--- src/rtl/pc_fetch_pkg.sv ---
// Shared types and constants for the PC fetch sequencer.
package pc_fetch_pkg;

    typedef enum logic [1:0] {
        BOOT  = 2'd0,
        FETCH = 2'd1,
        EXEC  = 2'd2,
        HALT  = 2'd3
    } state_t;

    localparam logic [31:0] PC_STEP = 32'd4;

    // Which rule produced the committed next PC.
    typedef enum logic [1:0] {
        SEL_JALR = 2'd0,
        SEL_REL  = 2'd1,
        SEL_HOLD = 2'd2,
        SEL_INC  = 2'd3
    } sel_t;

endpackage

--- src/rtl/pc_fetch_sequencer_target_sel.sv ---
// Next-PC priority select: jalr > jal/branch > halt > sequential.
module pc_target_sel
    import pc_fetch_pkg::*;
(
    input  logic [31:0] pc,
    input  logic [31:0] pc_incre,
    input  logic [31:0] imm,
    input  logic [31:0] alu_result,
    input  logic        cnd,
    input  logic        jump,
    input  logic        jump_reg,
    input  logic        halt,
    output logic [31:0] target,
    output sel_t        sel
);

    // Priority mux; a taken jump or branch overrides a simultaneous halt.
    always_comb begin
        target = pc_incre;
        sel    = SEL_INC;
        if (jump_reg) begin
            target = {alu_result[31:1], 1'b0};
            sel    = SEL_JALR;
        end else if (jump || cnd) begin
            target = pc + imm;
            sel    = SEL_REL;
        end else if (halt) begin
            target = pc;
            sel    = SEL_HOLD;
        end
    end

endmodule

--- src/rtl/pc_fetch_sequencer.sv ---
// PC owner and fetch/execute sequencer for the RV32 core.
// Optional build macro PC_MISALIGN_TRAP_EN: traps committed targets that are
// not word aligned and adds the sticky misalign_err output.
//
// state | meaning
// BOOT  | one idle cycle after reset
// FETCH | request pc from imem, wait for ready or time out
// EXEC  | instruction presented to datapath, next PC committed
// HALT  | stopped until reset
module pc_fetch_sequencer
    import pc_fetch_pkg::*;
#(
    parameter logic [31:0] RESET_PC      = 32'h0000_0000,
    parameter int          FETCH_TIMEOUT = 16
) (
    input  logic        clk,
    input  logic        rst,
    output logic        imem_req,
    output logic [31:0] imem_addr,
    input  logic        imem_ready,
    input  logic [31:0] imem_rdata,
    output logic [31:0] instr,
    output logic        instr_valid,
    output logic [31:0] pc,
    output logic [31:0] pc_incre,
    input  logic        cnd,
    input  logic        jump,
    input  logic        jump_reg,
    input  logic        halt,
    input  logic [31:0] imm,
    input  logic [31:0] alu_result,
    output logic        halted,
    output logic        timeout_err,
    output logic [31:0] retire_count
`ifdef PC_MISALIGN_TRAP_EN
    ,
    output logic        misalign_err
`endif
);

    localparam int CNT_W = $clog2(FETCH_TIMEOUT) + 1;
    localparam logic [CNT_W-1:0] CNT_LAST = CNT_W'(FETCH_TIMEOUT - 1);

    state_t           state, state_nxt;
    logic [CNT_W-1:0] wait_cnt;
    logic [31:0]      target;
    sel_t             sel;
    logic             load_instr, cnt_clr, cnt_inc, commit, fault_tmo, halt_req;
    logic             misaligned;

    assign imem_addr = pc;
    assign pc_incre  = pc + PC_STEP;

    pc_target_sel u_target_sel (
        .pc         (pc),
        .pc_incre   (pc_incre),
        .imm        (imm),
        .alu_result (alu_result),
        .cnd        (cnd),
        .jump       (jump),
        .jump_reg   (jump_reg),
        .halt       (halt),
        .target     (target),
        .sel        (sel)
    );

`ifdef PC_MISALIGN_TRAP_EN
    assign misaligned = |target[1:0];
`else
    assign misaligned = 1'b0;
`endif

    // Next-state decode and per-state strobes.
    always_comb begin
        state_nxt   = state;
        imem_req    = 1'b0;
        instr_valid = 1'b0;
        load_instr  = 1'b0;
        cnt_clr     = 1'b0;
        cnt_inc     = 1'b0;
        commit      = 1'b0;
        fault_tmo   = 1'b0;
        halt_req    = 1'b0;
        case (state)
            BOOT: state_nxt = FETCH;
            FETCH: begin
                imem_req = 1'b1;
                if (imem_ready) begin
                    load_instr = 1'b1;
                    cnt_clr    = 1'b1;
                    state_nxt  = EXEC;
                end else if (wait_cnt == CNT_LAST) begin
                    fault_tmo = 1'b1;
                    state_nxt = HALT;
                end else begin
                    cnt_inc = 1'b1;
                end
            end
            EXEC: begin
                instr_valid = 1'b1;
                if (sel == SEL_HOLD || misaligned) begin
                    halt_req  = 1'b1;
                    state_nxt = HALT;
                end else begin
                    commit    = 1'b1;
                    state_nxt = FETCH;
                end
            end
            default: state_nxt = HALT;
        endcase
    end

    // State, PC, instruction latch, wait counter and sticky status.
    always_ff @(posedge clk) begin
        if (rst) begin
            state        <= BOOT;
            pc           <= RESET_PC;
            instr        <= 32'd0;
            wait_cnt     <= '0;
            halted       <= 1'b0;
            timeout_err  <= 1'b0;
            retire_count <= 32'd0;
`ifdef PC_MISALIGN_TRAP_EN
            misalign_err <= 1'b0;
`endif
        end else begin
            state <= state_nxt;
            if (load_instr) instr <= imem_rdata;
            if (cnt_clr) wait_cnt <= '0;
            else if (cnt_inc) wait_cnt <= wait_cnt + 1'b1;
            if (commit) begin
                pc           <= target;
                retire_count <= retire_count + 32'd1;
            end
            if (fault_tmo) begin
                timeout_err <= 1'b1;
                halted      <= 1'b1;
            end
            if (halt_req) halted <= 1'b1;
`ifdef PC_MISALIGN_TRAP_EN
            if (halt_req && sel != SEL_HOLD) misalign_err <= 1'b1;
`endif
        end
    end

endmodule

--- config.mk ---
export PLATFORM = sky130hd
export DESIGN_NAME = pc_fetch_sequencer
export DESIGN_NICKNAME = d
export VERILOG_FILES = /design/src/rtl/pc_fetch_pkg.sv /design/src/rtl/pc_fetch_sequencer_target_sel.sv /design/src/rtl/pc_fetch_sequencer.sv
export SDC_FILE = /design/constraint.sdc
export NUM_CORES = 1
export LEC_CHECK = 0
export CORE_MARGIN = 5
export CORE_UTILIZATION = 42
export CTS_BUF_LIST = sky130_fd_sc_hd__clkbuf_8
export DETAILED_ROUTE_END_ITERATION = 6
export GPL_TIMING_DRIVEN = 0
export PLACE_DENSITY_LB_ADDON = 0.2
export SLEW_MARGIN = 15
export SYNTH_ARGS = -nofsm -noshare
export SYNTH_HDL_FRONTEND = slang
export SYNTH_SLANG_ARGS = --single-unit
--- constraint.sdc ---
create_clock -name clk -period 2.6 [get_ports clk]
set_clock_uncertainty 0.1 [all_clocks]
set_input_delay 0.52 -clock clk [delete_from_list [all_inputs] [get_ports clk]]
set_output_delay 0.52 -clock clk [all_outputs]
set_load 0.01 [all_outputs]
==> results by group <==
Status
  • Outcome: finished, violations left
  • Violated checks: negative setup slack

STA
  • Unrepaired setup endpoints after global routing: yes
  • Part of the cycle the worst path needs: 1.11
  • Tmin final: 2.89 ns
  • Hold slack: 0.361 ns
  • Slew Limit Fails: 0
  • Final hold violation count: 0
  • Final setup violation count: 31
  • Setup TNS: -4.07 ns
  • Worst slew pin tran: 0.896 ns
  • Final worst slack: -0.294 ns
  • Max Freq: 0.346 GHz
  • Rel. slew slack: 0.401

Floorplan
  • Initial Util: 0.429
  • Num ports: 267
  • Die Wd: 140 um
  • Rows: 47
  • Core area: 0.0166 mm2
  • Die height: 140 um
  • Die ar.: 0.0196 mm2

Critical path
  • Crit end category: output port
  • CP Max Fanout: 4
  • Setup slack, reg-to-reg: -0.17 ns
  • WP data required: 1.98 ns
  • R2r worst-path depth: 11
  • RR Endpoint: imem_addr[28]
  • Startpoint Class: flip-flop
  • WS Path Type: flip-flop to output port
  • CP Data Arrival Time: 2.27 ns
  • Reg-to-reg startpoint: imem_addr[2]

Global route
  • Vias in the first global route: 7956
  • First-pass GRT wire length: 43.2 mm
  • Grt total ovfl: 0
  • GRT Overall Usage: 0.272
  • Initial antenna violation count: 2
  • Largest net degree at the start of global routing: 20

Logic synthesis
  • Mapped Area: 0.00712 mm2
  • Synth cell types: 79
  • Sequential area share after synthesis: 0.295
  • Syn Nets: 1059
  • Ys flop type: dfxtp_1
  • Synth Instances: 920
  • Synth area leader: dfxtp_1
  • Synth cell count leaders: nand2_1 (147), dfxtp_1 (105), a21oi_1 (86)
  • Synth top area cells: dfxtp_1 (30%), nand2_1 (7.8%), ha_1 (6.2%)
  • Synth warnings: 0
  • Most numerous cell in the Yosys netlist: nand2_1
  • Synth top area share: 0.295
  • Number of synthesized register bits: 105
  • EDFF count, synth: 0
  • Average cell area after synthesis: 7.73 um2
  • Async set or reset register ratio after synthesis: 0

Place
  • IO buf count: 263
  • RePlAce Congestion: 0.961
  • DP HPWL: 20.2 mm

Layout
  • Fraction of layout cells with a size suffix above 1: 0.228
  • Nets: 1388
  • Area grow syn2layout: 59.9%

Clocking
  • Sink Count: 105
  • Clk_lat worst skew: 0.39 ns
  • Htree depth: 3
  • CTS Root Cell: clkbuf_8
  • Worst-path clk slew: 0.12 ns
  • Largest buffer count on any clock path: 2
  • Num CTS Buffers: 9
  • CTS tree: yes

Pwr
  • LEAKAGE: 4.66 nW
  • Pwr dens: 352 mW/mm2
  • Overall Power: 4.01 mW
  • Worst vdd ir: 0.221 mV

Min path
  • Worst hold path type: flip-flop to flip-flop
  • WHS Endpoint: instr[1]
  • Hold Crit Start: instr[1]
  • Hold Crit Depth: 2

Drt
  • Wirelength, routed: 28.3 mm
  • Wirelength per Cell: 19.2 um
  • Via count of the routed design: 8249
  • Initial DRC count: 734
  • DRC viols: 0
  • DRT Pass-1 Iters: 5
  • Detail Route Antenna Nets: 0
  • Average vias per placed instance: 5.59

Flow run
  • Max Cap Viol: 0
[report_power, final]
group	leakage, nW	switching [mW]	internal [mW]
clock	0.0959	0.658	0.370
combinational	3.69	0.625	0.630
sequential	0.868	0.0674	1.66
total	4.66	1.35	2.66
[per-layer routing]
metal / vias to the layer above / routed length, um / global-route usage
li1: 3905 / - / -
met2: 428 / 13200 / 0.447
met4: 2 / 980 / 0.0954
met1: 3839 / 11500 / 0.353
met3: 75 / 2620 / 0.0603
met5: - / 13 / 0
[sequential cells by signal, indices dropped and copies added, names as in the netlist]
signal and flops:
imem_addr 32, timeout_err 1, halted 1, retire_count 32, wait_cnt 5, state 2
instr 32
[how the worst max path moves through the flow]
| stage | from | slack [ns] | to |
|---|---|---|---|
| finish | imem_addr[4] | -0.29 | pc_incre[31] |
| global placement | imm[0] | -1.08 | imem_addr[26] |
| floorplan | imm[0] | -0.06 | imem_addr[30] |
| detailed placement | imem_addr[2] | -1.10 | pc_incre[30] |
| global route | imem_addr[5] | -0.36 | pc_incre[31] |
| CTS | imem_addr[8] | -0.29 | pc_incre[31] |
[area by class of cell]
type / count / area, um2
plain buffers: 76 / 458
repair buffers: 322 / 3030
clock buffers: 9 / 124
flip-flops and latches: 105 / 2170
diodes: 1 / 2.50
fillers: 1426 / 5200
well taps: 220 / 275
inverters: 16 / 60.1
clock inverters: 7 / 60.1
multi-input cells: 719 / 5200
[repair_timing]
item / CTS / global route
setup buffers: 43 / 18
gates resized for setup: 211 / 80
setup endpoints to repair: 62 / 62
hold buffers: 0 / 0
pin swaps: 51 / 49
[cell families after synthesis]
| kind of cell | Yosys count | share of synthesized area |
|---|---|---|
| flops | 105 | 0.295 |
| simple gates | 359 | 0.244 |
| buf+inv | 96 | 0.0737 |
| compound gates | 237 | 0.213 |
| xor+xnor | 84 | 0.106 |
| mux | 3 | 0.00422 |
| fa+ha+maj | 36 | 0.0644 |
[cell usage in the layout, fill, tap and decap left out, types with 7 or more instances in the layout]
cell type          n
clkdlybuf4s50_1  228
nand2_1          140
buf_4             86
dfxtp_1           79
a21oi_1           74
nor2_1            70
xor2_1            43
o21ai_0           31
nand3_1           25
clkbuf_1          25
xnor2_1           21
buf_2             19
ha_1              19
inv_1             17
nand4_1           17
a21o_1            16
and3_1            15
xnor2_2           15
o211ai_1          15
ha_4              15
or3_1             13
dfxtp_4           13
dfxtp_2           13
a21oi_2           10
clkbuf_8          10
buf_6             10
clkbuf_2           9
a211oi_1           8
dlygate4sd2_1      8
a31oi_1            7
[critical path, cell delays in order (launching register included)]
cell     delay [ns]
dfxtp_4        0.38
and3_4         0.21
nand4_1        0.19
or3_4          0.46
nor4_4         0.23
xor2_2         0.24
buf_2          0.18
[metrics by stage]
stage / worst slack, ns / area (um2) / std cells / utilization
after floorplan: -0.0583 / 7160 / 920 / -
after global placement: -1.08 / 10100 / 1403 / 0.607
after detailed placement: -1.10 / 10100 / 1403 / 0.607
after CTS: -0.287 / 11100 / 1458 / 0.667
after global routing: -0.356 / 11400 / 1475 / 0.686
final: -0.294 / 11400 / 1475 / 0.686
Note: power is estimated with default switching activity, not from simulation.
